<file path="config.mk">
export PLATFORM = sky130hd
export DESIGN_NAME = aes_crypt_arbiter_flat
export DESIGN_NICKNAME = d
export VERILOG_FILES = /design/src/rtl/aes_crypt_arbiter_if.sv /design/src/rtl/aes_crypt_arbiter.sv /design/src/flat_wrapper.sv
export SDC_FILE = /design/constraint.sdc
export NUM_CORES = 1
export LEC_CHECK = 0
export BUFFER_PORTS_ARGS = -buffer_cell sky130_fd_sc_hd__clkbuf_2
export CAP_MARGIN = 0
export CORE_AREA = 2 2 256 258
export CTS_CLUSTER_SIZE = 14
export DETAILED_ROUTE_END_ITERATION = 6
export DIE_AREA = 0 0 258 260
export GPL_TIMING_DRIVEN = 0
export MAX_ROUTING_LAYER = met4
export PLACE_DENSITY = 0.37
export SETUP_SLACK_MARGIN = 0.3
export SYNTH_ARGS = -nofsm -noshare
export SYNTH_HDL_FRONTEND = slang
export SYNTH_SLANG_ARGS = --single-unit
</file>
<file path="constraint.sdc">
create_clock -name clk -period 1.92 [get_ports clk]
set_input_delay 0.192 -clock clk [delete_from_list [all_inputs] [get_ports clk]]
set_output_delay 0.192 -clock clk [all_outputs]
set_load 0.05 [all_outputs]
</file>
<file path="src/rtl/aes_crypt_arbiter_if.sv">
// Requester and response bus between two plaintext sources, one consumer and the
// shared AES arbiter. The master side is the requesters plus the consumer.
interface aes_crypt_arbiter_if;
    logic         req0_valid;
    logic         req0_ready;
    logic [127:0] req0_data;
    logic         req1_valid;
    logic         req1_ready;
    logic [127:0] req1_data;
    logic         rsp_valid;
    logic         rsp_ready;
    logic [127:0] rsp_data;
    logic         rsp_id;
    logic         rsp_err;

    modport master (
        output req0_valid, req0_data, req1_valid, req1_data, rsp_ready,
        input  req0_ready, req1_ready, rsp_valid, rsp_data, rsp_id, rsp_err
    );

    modport slave (
        input  req0_valid, req0_data, req1_valid, req1_data, rsp_ready,
        output req0_ready, req1_ready, rsp_valid, rsp_data, rsp_id, rsp_err
    );
endinterface

</file>
<file path="src/rtl/aes_crypt_arbiter.sv">
// Round-robin sharing of one aes_crypt core between two requesters, sequencing
// clear/trigger/wait on the core and returning a tagged ciphertext or a timeout error.
module aes_crypt_arbiter #(
    parameter int TIMEOUT_CYCLES = 64
) (
    input  logic                clk,
    input  logic                reset,
    aes_crypt_arbiter_if.slave  bus,
    output logic                busy,
    output logic                core_reset,
    output logic                core_trigger,
    output logic [127:0]        core_in,
    input  logic                core_done,
    input  logic [127:0]        core_out
);

    typedef enum logic [2:0] {
        S_IDLE,
        S_CLR,
        S_TRIG,
        S_WAIT,
        S_RESP
    } state_t;

    localparam logic [7:0] LP_LAST_COUNT = 8'(TIMEOUT_CYCLES - 1);

    state_t       r_state;
    state_t       w_nextState;
    logic         r_last;
    logic [7:0]   r_count;
    logic [127:0] r_plain;
    logic [127:0] r_rspData;
    logic         r_rspId;
    logic         r_rspErr;

    logic         w_grant0;
    logic         w_grant1;
    logic         w_accept;
    logic         w_timeout;

    // On a tie the requester that was not served last wins.
    assign w_grant0  = bus.req0_valid && (!bus.req1_valid || r_last);
    assign w_grant1  = bus.req1_valid && (!bus.req0_valid || !r_last);
    assign w_accept  = (r_state == S_IDLE) && !reset && (w_grant0 || w_grant1);
    assign w_timeout = (r_count == LP_LAST_COUNT);

    always_ff @(posedge clk) begin
        if (reset) begin
            r_state <= S_IDLE;
        end else begin
            r_state <= w_nextState;
        end
    end

    always_comb begin
        w_nextState = r_state;
        case (r_state)
            S_IDLE:  if (w_accept) w_nextState = S_CLR;
            S_CLR:   w_nextState = S_TRIG;
            S_TRIG:  w_nextState = S_WAIT;
            S_WAIT:  if (core_done || w_timeout) w_nextState = S_RESP;
            S_RESP:  if (bus.rsp_ready) w_nextState = S_IDLE;
            default: w_nextState = S_IDLE;
        endcase
    end

    always_ff @(posedge clk) begin
        if (reset) begin
            r_last    <= 1'b1;
            r_count   <= 8'd0;
            r_plain   <= '0;
            r_rspData <= '0;
            r_rspId   <= 1'b0;
            r_rspErr  <= 1'b0;
        end else begin
            case (r_state)
                S_IDLE: begin
                    if (w_accept) begin
                        r_plain <= w_grant1 ? bus.req1_data : bus.req0_data;
                        r_rspId <= w_grant1;
                        r_last  <= w_grant1;
                    end
                end
                S_TRIG: r_count <= 8'd0;
                S_WAIT: begin
                    // done takes priority over the watchdog on the final cycle
                    if (core_done) begin
                        r_rspData <= core_out;
                        r_rspErr  <= 1'b0;
                    end else if (w_timeout) begin
                        r_rspData <= '0;
                        r_rspErr  <= 1'b1;
                    end else begin
                        r_count <= r_count + 8'd1;
                    end
                end
                default: ;
            endcase
        end
    end

    assign bus.req0_ready = (r_state == S_IDLE) && !reset && w_grant0;
    assign bus.req1_ready = (r_state == S_IDLE) && !reset && w_grant1;
    assign bus.rsp_valid  = (r_state == S_RESP);
    assign bus.rsp_data   = r_rspData;
    assign bus.rsp_id     = r_rspId;
    assign bus.rsp_err    = r_rspErr;

    assign busy         = (r_state != S_IDLE);
    assign core_reset   = reset || (r_state == S_CLR);
    assign core_trigger = (r_state == S_TRIG);
    assign core_in      = r_plain;

endmodule
</file>
<file path="src/flat_wrapper.sv">
// flat-port wrapper written by rule: the top's interface ports become plain ports
module aes_crypt_arbiter_flat 
#(
    parameter int TIMEOUT_CYCLES = 64
)
  (clk, reset, busy, core_reset, core_trigger, core_in, core_done, core_out, bus_req0_valid, bus_req0_data, bus_req1_valid, bus_req1_data, bus_rsp_ready, bus_req0_ready, bus_req1_ready, bus_rsp_valid, bus_rsp_data, bus_rsp_id, bus_rsp_err);
  aes_crypt_arbiter_if bus_i ();
  input  logic clk;
  input  logic reset;
  output logic busy;
  output logic core_reset;
  output logic core_trigger;
  output logic [127:0] core_in;
  input  logic core_done;
  input  logic [127:0] core_out;
  input wire logic [$bits(bus_i.req0_valid)-1:0] bus_req0_valid;
  input wire logic [$bits(bus_i.req0_data)-1:0] bus_req0_data;
  input wire logic [$bits(bus_i.req1_valid)-1:0] bus_req1_valid;
  input wire logic [$bits(bus_i.req1_data)-1:0] bus_req1_data;
  input wire logic [$bits(bus_i.rsp_ready)-1:0] bus_rsp_ready;
  output wire logic [$bits(bus_i.req0_ready)-1:0] bus_req0_ready;
  output wire logic [$bits(bus_i.req1_ready)-1:0] bus_req1_ready;
  output wire logic [$bits(bus_i.rsp_valid)-1:0] bus_rsp_valid;
  output wire logic [$bits(bus_i.rsp_data)-1:0] bus_rsp_data;
  output wire logic [$bits(bus_i.rsp_id)-1:0] bus_rsp_id;
  output wire logic [$bits(bus_i.rsp_err)-1:0] bus_rsp_err;
  assign bus_i.req0_valid = bus_req0_valid;
  assign bus_i.req0_data = bus_req0_data;
  assign bus_i.req1_valid = bus_req1_valid;
  assign bus_i.req1_data = bus_req1_data;
  assign bus_i.rsp_ready = bus_rsp_ready;
  assign bus_req0_ready = bus_i.req0_ready;
  assign bus_req1_ready = bus_i.req1_ready;
  assign bus_rsp_valid = bus_i.rsp_valid;
  assign bus_rsp_data = bus_i.rsp_data;
  assign bus_rsp_id = bus_i.rsp_id;
  assign bus_rsp_err = bus_i.rsp_err;
  aes_crypt_arbiter #(.TIMEOUT_CYCLES(TIMEOUT_CYCLES)) u_core (.clk(clk), .reset(reset), .bus(bus_i), .busy(busy), .core_reset(core_reset), .core_trigger(core_trigger), .core_in(core_in), .core_done(core_done), .core_out(core_out));
endmodule
</file>
==> insert_results.sql, run 1 <==
INSERT INTO impl_metrics (metric_group, metric, value, unit) VALUES
('grt', 'grt_max_degree', '13', ''),
('placement', 'place_hpwl', '37.4', 'mm'),
('grt', 'grt_first_pass_wirelength', '72.6', 'mm'),
('worst_setup_path', 'timing.critical_path.slowest_stage_cell', 'dfxtp_2', ''),
('timing', 'worst_max_slew_pin_slew', '0.834', 'ns'),
('cells_and_area', 'drive_above_1_share', '60.0', '%'),
('timing', 'final_hold_viol_count', '0', ''),
('timing', 'setup_slack', '-0.0882', 'ns'),
('worst_setup_path', 'critical_path_required', '2.29', 'ns'),
('worst_setup_path', 'worstSetupPathType', 'reg2reg', ''),
('timing', 'clock.fmax', '0.498', 'GHz'),
('timing', 'grt_setup_unrepaired', 'true', ''),
('drt', 'detail_route.wirelength', '52.1', 'mm'),
('timing', 'fin_crit_sh', '105', '%'),
('grt', 'grt_busiest_layer', 'met2', ''),
('floorplanning', 'io-pin-count', '654', ''),
('clocking', 'cts_inserted_buffers', '34', ''),
('worst_setup_path', 'cp_max_fo', '9', ''),
('power_and_ir_drop', 'p_switching', '7.63', 'mW'),
('logic_synthesis', 'yosysWarningCount', '0', ''),
('logic_synthesis', 'synthesis.area', '10700', 'um^2'),
('worst_setup_path', 'path_delay_family', 'buffers and inverters', ''),
('worst_setup_path', 'critPathCaptureType', 'register', ''),
('timing', 'finClkSkew', '0.0187', 'ns'),
('logic_synthesis', 'library_cell_with_the_highest_instance_count_after_synthesis', 'dfxtp_1', ''),
('logic_synthesis', 'yosys_register_bits', '270', ''),
('drt', 'num_vias', '11182', ''),
('clocking', 'cts.htree.levels', '2', ''),
('run_status', 'violations', 'setup timing', ''),
('clocking', 'ctsLongestPathBuffers', '3', ''),
('clocking', 'tritoncts', 'done', ''),
('drt', 'antenna_left', '0', ''),
('timing', 'max-slew-margin-rel', '44.4', '%'),
('grt', 'gr-usage-all-layers', '14.7', '%'),
('cells_and_area', 'finish.net_count', '2264', ''),
('logic_synthesis', 'synth_nets', '1339', ''),
('power_and_ir_drop', 'clock_power_share', '31.0', '%'),
('clocking', 'ctsRootBufferMaster', 'clkbuf_16', ''),
('grt', 'globalRoute.totalOverflow', '0', ''),
('grt', 'grt_pass1_vias', '11831', ''),
('logic_synthesis', 'synth.top_cells.by_area', 'dfxtp_1 51%, mux2i_1 12%, a211oi_2 12%, a22o_1 11%, nor2_1 4.8%', ''),
('clocking', 'cts_sinks', '270', ''),
('logic_synthesis', 'yosys.cell_types.count', '41', ''),
('worst_setup_path', 'max_stage_delay', '0.31', 'ns'),
('timing', 'hold_slack', '0.0321', 'ns'),
('run', 'drv_cap', '0', ''),
('floorplanning', 'floorplan.die_area', '67100', 'um^2'),
('floorplanning', 'core_rows', '93', ''),
('logic_synthesis', 'post_synth_inst_count', '948', ''),
('grt', 'gr-usage-met3', '4.13', '%'),
('worst_setup_path', 'path_depth', '12', ''),
('placement', 'finalWeightedCongestion', '0.804', ''),
('logic_synthesis', 'sequential_area_share_after_synthesis', '50.6', '%'),
('floorplanning', 'core_area', '64100', 'um^2'),
('worst_setup_path', 'arrival', '2.38', 'ns'),
('power_and_ir_drop', 'sequentialPowerShare', '31.4', '%'),
('clocking', 'clkTransAtPathRegs', '0.06', 'ns'),
('drt', 'viasPerCell', '4.06', ''),
('grt', 'number_of_antenna_violations_at_the_first_check_in_global_routing', '4', ''),
('worst_setup_path', 'critPathLaunchType', 'register', ''),
('logic_synthesis', 'yosys.area.top_type', 'dfxtp_1', ''),
('worst_hold_path', 'hold_path_class', 'in2reg', ''),
('worst_setup_path', 'cp.buffers_inverters', '9', ''),
('drt', 'route.detailed.drc', '0', ''),
('timing', 'setup_viol_count_final', '84', ''),
('power_and_ir_drop', 'power_per_cell_area', '1020', 'nW/um^2'),
('logic_synthesis', 'synthesis.area_per_instance', '11.3', 'um^2'),
('logic_synthesis', 'synth_common_cells', '270 x dfxtp_1, 137 x nor2_1, 128 x a22o_1, 128 x mux2i_1, 100 x a211oi_2', ''),
('run_status', 'status', 'finished with violations', ''),
('grt', 'grtUsageMet1', '15.7', '%'),
('worst_hold_path', 'worst_hold_path.num_cells', '3', '');
final timing paths:
kind | endpoint | startpoint | slack (ns)
max reg2reg | u_core.core_in[103] | u_core.r_state[1] | -0.09
max | u_core.core_in[103] | u_core.r_state[1] | -0.09
min reg2reg | u_core.bus.rsp_data[125] | u_core.bus.rsp_data[125] | 0.48
min | u_core.core_in[14] | bus_req0_data[14] | 0.03
per-layer routing:
layer / share of wire, % / wire length (um) / vias up
met4: 1.7 / 883 / 0
li1: - / - / 5411
met1: 39 / 20500 / 5274
met5: 0 / 0 / -
met2: 52 / 27100 / 447
met3: 6.9 / 3620 / 50
cell families (layout without fill, tap and decap cells):
logic type / Yosys count / count (layout) / share of synthesized area, %
AO/OA/AOI/OAI: 281 / 281 / 25.8
AND/OR/NAND/NOR: 170 / 170 / 6.62
multiplexers: 128 / 128 / 12.0
flip-flops: 270 / 270 / 50.6
XOR/XNOR: 1 / 1 / 0.0820
other: 0 / 4 / 0
adder cells (fa/ha/maj): 1 / 1 / 0.117
buffers and inverters: 97 / 1045 / 4.76
worst min-delay path: stages:
cell and delay [ns]:
clkbuf_2 0.08, mux2i_1 0.14, a211oi_1 0.09
through the flow:
stage	setup slack [ns]	area [um^2]	util [%]	setup TNS, ns	std cells
2_1_floorplan	0.238	10700	-	0	948
3_5_place_dp	-0.974	15000	23.5	-147.64	2456
3_3_place_gp	-0.956	15000	23.5	-142.87	2456
6_report	-0.0882	20600	32.1	-3.44	2755
4_1_cts	-0.205	19600	30.6	-6.48	2715
5_1_grt	-0.223	20600	32.1	-16.91	2755
layout make-up:
| type | instances | area (um^2) |
|---|---|---|
| Antenna cell | 4 | 10.0 |
| Buffer | 90 | 988 |
| Clock buffer | 49 | 988 |
| Clock inverter | 10 | 130 |
| Fill cell | 6691 | 43500 |
| Inverter | 7 | 26.3 |
| Multi-Input combinational cell | 581 | 5540 |
| Sequential cell | 270 | 5420 |
| Tap cell | 855 | 1070 |
| Timing Repair Buffer | 889 | 6440 |
flip-flops by register name, indices dropped and copies added (netlist names):
name / flops
u_core.bus.rsp_data: 128
u_core.bus.rsp_err: 1
u_core.bus.rsp_id: 1
u_core.core_in: 128
u_core.r_count: 8
u_core.r_last: 1
u_core.r_state: 3
power groups by stage:
| stage | Clock [mW] | Combinational [mW] | Sequential (mW) |
|---|---|---|---|
| 2_1_floorplan | 0 | 2.00 | 8.39 |
| 3_3_place_gp | 0 | 5.56 | 6.57 |
| 3_5_place_dp | 0 | 5.59 | 6.59 |
| 4_1_cts | 6.71 | 7.68 | 6.57 |
| 5_1_grt | 6.93 | 8.31 | 6.64 |
| 6_report | 6.48 | 7.87 | 6.57 |
what timing repair did:
item                       4_1_cts  5_1_grt
pin swaps                       97       18
setup endpoints to repair      274      272
gates cloned                    18       18
buffers inserted                35       18
resized for setup              309      111
hold buffers                   147        0
hold endpoints to repair       141        0
placed cells by master (no fill, tap or decap), types with 8 or more instances in the layout:
master and n:
a211oi_2 124, a22o_1 128, buf_12 33, buf_16 20
buf_2 12, buf_4 26, buf_6 31, buf_8 23
clkbuf_1 21, clkbuf_16 52, clkbuf_2 649, clkbuf_8 8
dfxtp_1 265, dlygate4sd3_1 147, mux2i_1 126, nor2_1 28
nor2_2 79, nor2_4 30
Note: power is estimated with default switching activity, not from simulation.
==> run 2: changes to the inputs <==
--- a/config.mk
+++ b/config.mk
@@ -13,7 +13,7 @@
 export DIE_AREA = 0 0 258 260
 export GPL_TIMING_DRIVEN = 0
 export MAX_ROUTING_LAYER = met4
-export PLACE_DENSITY = 0.37
+export PLACE_DENSITY = 0.38
 export SETUP_SLACK_MARGIN = 0.3
 export SYNTH_ARGS = -nofsm -noshare
 export SYNTH_HDL_FRONTEND = slang
==> run 2 against run 1 <==
The flow still finishes with violations (setup timing). Sequential power about the same. Highest routed layer unchanged. Sequential share of layout area decreased by 0.37 points. First-iteration DRC count rose by 40%. Power increased by 3.7%. Count of clock-buffer cells in the layout rose by 1. Cell count is 0.73% higher.
==> insert_results.sql, run 2 (synthesized netlist as in run 1, its figures left out) <==
INSERT INTO impl_metrics (metric_group, metric, value, unit) VALUES
('run_status', 'status', 'finished with violations', ''),
('run_status', 'violations', 'setup timing', ''),
('floorplanning', 'die_width', '258', 'um'),
('drt', 'antenna_left', '0', ''),
('timing', 'layout_min_cycle_time', '2.02', 'ns'),
('cells_and_area', 'most_common_cell_after_layout_fill_and_taps_aside', 'clkbuf_2', ''),
('cells_and_area', 'layout_common_cells', '648 x clkbuf_2, 266 x dfxtp_1, 152 x dlygate4sd3_1', ''),
('timing', 'setup_slack', '-0.0987', 'ns'),
('power_and_ir_drop', 'total_leakage_power', '9.29', 'nW'),
('grt', 'grt_pass1_vias', '12053', ''),
('worst_setup_path', 'cp_max_fo', '7', ''),
('worst_setup_path', 'critPathLaunchType', 'register', ''),
('cells_and_area', 'fin_area', '20900', 'um^2'),
('drt', 'met2_wirelength', '28.3', 'mm'),
('worst_setup_path', 'rr_startpoint', 'u_core.r_state[1]', ''),
('placement', 'placed_area', '15000', 'um^2'),
('drt', 'num_vias', '11243', ''),
('floorplanning', 'core_rows', '93', ''),
('placement', 'numPortBuffers', '653', ''),
('timing', 'grt_setup_unrepaired', 'true', ''),
('drt', 'viasPerCell', '4.05', ''),
('cells_and_area', 'drive_above_1_share', '60.1', '%'),
('grt', 'gr-usage-all-layers', '15.6', '%'),
('placement', 'finalWeightedCongestion', '0.847', ''),
('drt', 'first_iteration_detailed_routing_drc_count', '352', ''),
('timing', 'final-max-slew-violation-count', '0', ''),
('run', 'drv_cap', '0', ''),
('clocking', 'cts.htree.levels', '2', ''),
('worst_setup_path', 'timing.reg2reg.worst_path_depth', '12', ''),
('floorplanning', 'floorplan.initialDensity', '16.7', '%'),
('timing', 'finClkSkew', '0.0159', 'ns'),
('clocking', 'cts_inserted_buffers', '35', ''),
('clocking', 'ctsLongestPathBuffers', '3', ''),
('clocking', 'tritoncts', 'done', ''),
('power_and_ir_drop', 'ir_drop', '425', 'uV'),
('cells_and_area', 'final_core_utilization', '32.6', '%'),
('grt', 'number_of_antenna_violations_at_the_first_check_in_global_routing', '4', ''),
('drt', 'detail_route.wirelength', '54.0', 'mm'),
('timing', 'clock.fmax', '0.495', 'GHz'),
('grt', 'grt_first_pass_wirelength', '75.9', 'mm'),
('clocking', 'clkTransAtPathRegs', '0.06', 'ns'),
('timing', 'max-slew-margin-rel', '36.2', '%'),
('drt', 'wl_per_cell', '19.5', 'um'),
('worst_hold_path', 'hold_path_class', 'in2reg', ''),
('timing', 'final_hold_viol_count', '0', ''),
('cells_and_area', 'finish.net_count', '2281', ''),
('clocking', 'cts_sinks', '270', ''),
('floorplanning', 'floorplan.die_area', '67100', 'um^2'),
('drt', 'route.detailed.drc', '0', ''),
('cells_and_area', 'area_delta_synth_final', '95.7', '%'),
('worst_setup_path', 'critical_path_required', '1.73', 'ns'),
('worst_hold_path', 'hold_ep', 'u_core.core_in[4]', ''),
('drt', 'max_used_layer', 'met4', ''),
('grt', 'grt_max_degree', '12', ''),
('worst_setup_path', 'critPathCaptureType', 'output pin', ''),
('clocking', 'insertion_delay', '0.54', 'ns'),
('placement', 'place_hpwl', '39.4', 'mm'),
('floorplanning', 'io-pin-count', '654', ''),
('grt', 'globalRoute.totalOverflow', '0', ''),
('clocking', 'ctsRootBufferMaster', 'clkbuf_16', ''),
('drt', 'route.layer.met1.wl', '20.6', 'mm'),
('worst_setup_path', 'rr_endpoint', 'u_core.bus.rsp_data[88]', ''),
('timing', 'hold_slack', '0.0299', 'ns'),
('worst_setup_path', 'arrival', '1.83', 'ns'),
('timing', 'setup_viol_count_final', '90', ''),
('timing', 'worst_max_slew_pin_slew', '0.956', 'ns'),
('power_and_ir_drop', 'total_power', '21.7', 'mW'),
('drt', 'detailroute.wirelength.met3', '3.76', 'mm'),
('worst_hold_path', 'worst_hold_path.num_cells', '3', ''),
('timing', 'fin_crit_sh', '105', '%'),
('power_and_ir_drop', 'power_per_cell_area', '1040', 'nW/um^2'),
('drt', 'drt-pass1-iter-count', '4', ''),
('worst_setup_path', 'timing.reg2reg.setup_slack', '-0.07', 'ns'),
('worst_hold_path', 'hp-start', 'bus_req0_data[4]', ''),
('floorplanning', 'core_area', '64100', 'um^2'),
('floorplanning', 'die_h', '260', 'um'),
('worst_setup_path', 'worstSetupPathType', 'reg2out', '');
==> run 2: cell count changes in the layout (fill, tap and decap cells not counted), moves of 6 or more <==
cell	previous run	this run
buf_12	33	39
buf_4	26	33
buf_6	31	37
nor2_2	79	68
nor2_4	30	41
==> run 2: worst max path at each step <==
stage,start,to,slack (ns),cells past startpoint
final,u_core.r_state[2],bus_req0_ready,-0.1,4
after global routing,u_core.r_state[2],bus_req0_ready,-0.21,4
after CTS,u_core.r_state[2],bus_req0_ready,-0.15,4
after detailed placement,reset,u_core.core_in[83],-0.89,5
after global placement,reset,u_core.core_in[109],-0.82,5
after floorplan,u_core.r_state[1],u_core.r_last,0.24,5
==> run 2: critical path, cell delays in order, from the launching register on <==
cell	delay, ns
dfxtp_4	0.38
nor3_4	0.30
inv_2	0.11
a2111oi_4	0.24
clkbuf_8	0.26
==> run 2: report_power, final <==
group / leakage (nW) / internal [mW] / switching [mW] / total, mW
logic: 6.50 / 3.59 / 4.78 / 8.37
clock network: 0.582 / 4.09 / 2.63 / 6.72
registers: 2.21 / 6.17 / 0.434 / 6.60
total: 9.29 / 13.8 / 7.84 / 21.7
==> run 2: layout make-up <==
class                      count  area (um^2)
fill                        6643        43200
timing repair buffer         905         6630
multi-input combinational    581         5550
sequential                   270         5420
tap                          855         1070
buffer                        90         1020
clock buffer                  50         1010
clock inverter                13          159
inverter                       7         26.3
antenna                        4         10.0
==> run 2: per-layer routing <==
layer	GRT usage, %	vias up
li1	-	5429
met1	16.3	5275
met2	28.4	471
met3	4.15	68
met4	5.12	0
met5	-	-
==> run 2: stage by stage <==
step | setup TNS [ns] | worst slack, ns | instances
final | -3.50 | -0.0987 | 2775
after floorplan | 0 | 0.238 | 948
after global routing | -12.82 | -0.205 | 2775
after CTS | -2.65 | -0.146 | 2744
after detailed placement | -136.73 | -0.888 | 2456
after global placement | -127.45 | -0.816 | 2456
==> run 2: timing repair <==
| item | CTS | global route |
|---|---|---|
| hold endpoints to repair | 146 | 0 |
| setup endpoints to repair | 276 | 275 |
| pin swaps | 99 | 53 |
| hold buffers | 152 | 0 |
| buffers inserted | 49 | 16 |
| cloned | 24 | 11 |
| gates resized for setup | 356 | 86 |
==> run 3: changes to the inputs <==
--- a/config.mk
+++ b/config.mk
@@ -7,13 +7,13 @@
 export LEC_CHECK = 0
 export BUFFER_PORTS_ARGS = -buffer_cell sky130_fd_sc_hd__clkbuf_2
 export CAP_MARGIN = 0
-export CORE_AREA = 2 2 256 258
+export CORE_AREA = 2 2 253 255
 export CTS_CLUSTER_SIZE = 14
 export DETAILED_ROUTE_END_ITERATION = 6
-export DIE_AREA = 0 0 258 260
+export DIE_AREA = 0 0 255 257
 export GPL_TIMING_DRIVEN = 0
 export MAX_ROUTING_LAYER = met4
-export PLACE_DENSITY = 0.38
+export PLACE_DENSITY = 0.37
 export SETUP_SLACK_MARGIN = 0.3
 export SYNTH_ARGS = -nofsm -noshare
 export SYNTH_HDL_FRONTEND = slang
==> run 3 against run 2 <==
The run ends with hold timing, setup timing left. Worst setup slack got worse by 0.028 ns. Design area up 9.5%. Power decreased by 0.29%. Combinational power grew 2.7%. Register-to-register slack about the same. Sequential share of layout area fell by 2.2 points. Global-route usage increased by 0.074 points. Via count is 5.4% higher. Die area shrank 2.3%. Flip-flop and latch count did not move. Count of clock-buffer cells in the layout is 3 lower. Critical endpoint unchanged.
==> insert_results.sql, run 3 (synthesized netlist as in run 1, its figures left out) <==
INSERT INTO impl_metrics (metric_group, metric, value, unit) VALUES
('floorplanning', 'die_h', '257', 'um'),
('worst_setup_path', 'cp_max_fo', '6', ''),
('clocking', 'ctsRootBufferMaster', 'clkbuf_16', ''),
('timing', 'grt_setup_unrepaired', 'true', ''),
('timing', 'final_hold_viol_count', '1', ''),
('worst_setup_path', 'worstSetupPathType', 'reg2out', ''),
('timing', 'finClkSkew', '0.0190', 'ns'),
('timing', 'clock.fmax', '0.489', 'GHz'),
('grt', 'grt_max_degree', '16', ''),
('drt', 'drt-pass1-iter-count', '4', ''),
('drt', 'wl_per_cell', '18.9', 'um'),
('clocking', 'cts.htree.levels', '1', ''),
('run_status', 'violations', 'hold timing, setup timing', ''),
('cells_and_area', 'most_common_cell_after_layout_fill_and_taps_aside', 'clkbuf_2', ''),
('worst_setup_path', 'critPathCaptureType', 'output pin', ''),
('placement', 'numPortBuffers', '653', ''),
('timing', 'final-max-slew-violation-count', '0', ''),
('floorplanning', 'floorplan.die_area', '65500', 'um^2'),
('floorplanning', 'core_area', '62700', 'um^2'),
('clocking', 'cts_sinks', '270', ''),
('grt', 'gr-usage-all-layers', '15.7', '%'),
('cells_and_area', 'multi_input_comb_area', '5660', 'um^2'),
('grt', 'number_of_antenna_violations_at_the_first_check_in_global_routing', '1', ''),
('cells_and_area', 'area_delta_synth_final', '114', '%'),
('drt', 'antenna_left', '0', ''),
('clocking', 'ctsLongestPathBuffers', '3', ''),
('drt', 'num_vias', '11851', ''),
('power_and_ir_drop', 'ir_drop', '579', 'uV'),
('power_and_ir_drop', 'total_leakage_power', '10.1', 'nW'),
('clocking', 'cts_inserted_buffers', '31', ''),
('cells_and_area', 'layout_common_cells', '647 x clkbuf_2, 315 x dlygate4sd3_1, 263 x dfxtp_1', ''),
('clocking', 'tritoncts', 'done', ''),
('clocking', 'insertion_delay', '0.59', 'ns'),
('drt', 'detail_route.wirelength', '55.4', 'mm'),
('worst_hold_path', 'hold_path_class', 'in2reg', ''),
('timing', 'max-slew-margin-rel', '39.9', '%'),
('power_and_ir_drop', 'total_power', '21.6', 'mW'),
('drt', 'first_iteration_detailed_routing_drc_count', '268', ''),
('cells_and_area', 'finish.net_count', '2452', ''),
('placement', 'place_hpwl', '38.4', 'mm'),
('cells_and_area', 'final-seq-area', '5420', 'um^2'),
('drt', 'route.detailed.drc', '0', ''),
('run', 'drv_cap', '0', ''),
('floorplanning', 'die_width', '255', 'um'),
('grt', 'grt_first_pass_wirelength', '75.1', 'mm'),
('worst_setup_path', 'setup.worst_path.start', 'u_core.r_state[2]', ''),
('worst_setup_path', 'rr_startpoint', 'u_core.r_state[2]', ''),
('timing', 'hold_slack', '-0.00675', 'ns'),
('clocking', 'clkTransAtPathRegs', '0.07', 'ns'),
('cells_and_area', 'layout.filler_cells', '6295', ''),
('clocking', 'hold_buffers', '315', ''),
('floorplanning', 'io-pin-count', '654', ''),
('timing', 'fin_crit_sh', '107', '%'),
('cells_and_area', 'drive_above_1_share', '56.0', '%'),
('timing', 'setup_slack', '-0.126', 'ns'),
('power_and_ir_drop', 'power_per_cell_area', '946', 'nW/um^2'),
('worst_hold_path', 'hp-start', 'bus_req1_valid', ''),
('worst_setup_path', 'critical_path_required', '1.73', 'ns'),
('run_status', 'status', 'finished with violations', ''),
('timing', 'layout_min_cycle_time', '2.05', 'ns'),
('placement', 'finalWeightedCongestion', '0.822', ''),
('timing', 'worst_max_slew_pin_slew', '0.902', 'ns'),
('timing', 'fin_setup_tns', '-1.68', 'ns'),
('grt', 'grt_pass1_vias', '12494', ''),
('worst_setup_path', 'arrival', '1.85', 'ns'),
('floorplanning', 'floorplan.initialDensity', '17.0', '%'),
('floorplanning', 'core_rows', '92', ''),
('drt', 'viasPerCell', '4.04', ''),
('worst_setup_path', 'critPathLaunchType', 'register', ''),
('grt', 'globalRoute.totalOverflow', '0', ''),
('timing', 'setup_viol_count_final', '42', '');
==> run 3: cell types whose count changed in the layout (fill, tap and decap cells not counted), sizes merged <==
cell,before,now
buf,163,172
bufinv,3,4
clkinv,8,5
diode,4,1
dlygate4sd3,152,315
==> run 3: timing repair <==
item                                   in CTS  in global routing
gates cloned                               20                 22
setup buffers                              32                 38
endpoints found under the hold margin     233                  1
resized for setup                         336                185
pin swaps                                  98                116
setup endpoints to repair                 274                261
==> run 3: area by class of cell <==
cell class	instances	share of cell area, %
multi-input cells	581	24.7
well taps	846	4.63
clock buffers	47	4.14
clock inverters	11	0.711
plain buffers	90	4.96
inverters	7	0.115
repair buffers	1080	37.0
diodes	1	0.0109
flip-flops and latches	270	23.7
==> run 3: path summary, 6_finish.rpt <==
path,end,slack (ns),depth (start not counted)
worst max-delay path,bus_req0_ready,-0.13,4
worst min-delay path,u_core.r_last,-0.007,3
worst max register to register,u_core.core_in[51],-0.07,11
worst min register to register,u_core.bus.rsp_data[29],0.48,1
==> run 3: per-layer routing <==
layer,vias up,part of all wire (%),wire [um],global-route usage [%]
met5,-,0,0,-
met4,0,4.0,2220,6.48
met3,90,6.9,3830,3.67
met2,463,51,28400,28.3
met1,5536,38,20900,16.2
li1,5762,-,-,-
==> run 3: worst max-delay path, cell delays in order, from the launching register on <==
cell and delay, ns:
dfxtp_4 0.38, nor3_4 0.29, inv_2 0.10, a2111oi_4 0.23
clkbuf_8 0.26
==> run 3: report_power, final <==
part           leakage, nW  switching, mW  internal (mW)
clock network        0.552           2.50           3.91
logic                 7.35           4.84           3.76
registers             2.21          0.447           6.16
total                 10.1           7.79           13.8
==> run 3: through the flow <==
| step | cell area [um^2] | setup slack (ns) | std cells | util [%] |
|---|---|---|---|---|
| after global placement | 15000 | -0.821 | 2447 | 24.0 |
| after global routing | 22900 | -0.242 | 2933 | 36.5 |
| after floorplan | 10700 | 0.238 | 948 | - |
| after detailed placement | 15000 | -0.837 | 2447 | 24.0 |
| final | 22900 | -0.126 | 2933 | 36.5 |
| after CTS | 21400 | -0.198 | 2872 | 34.1 |
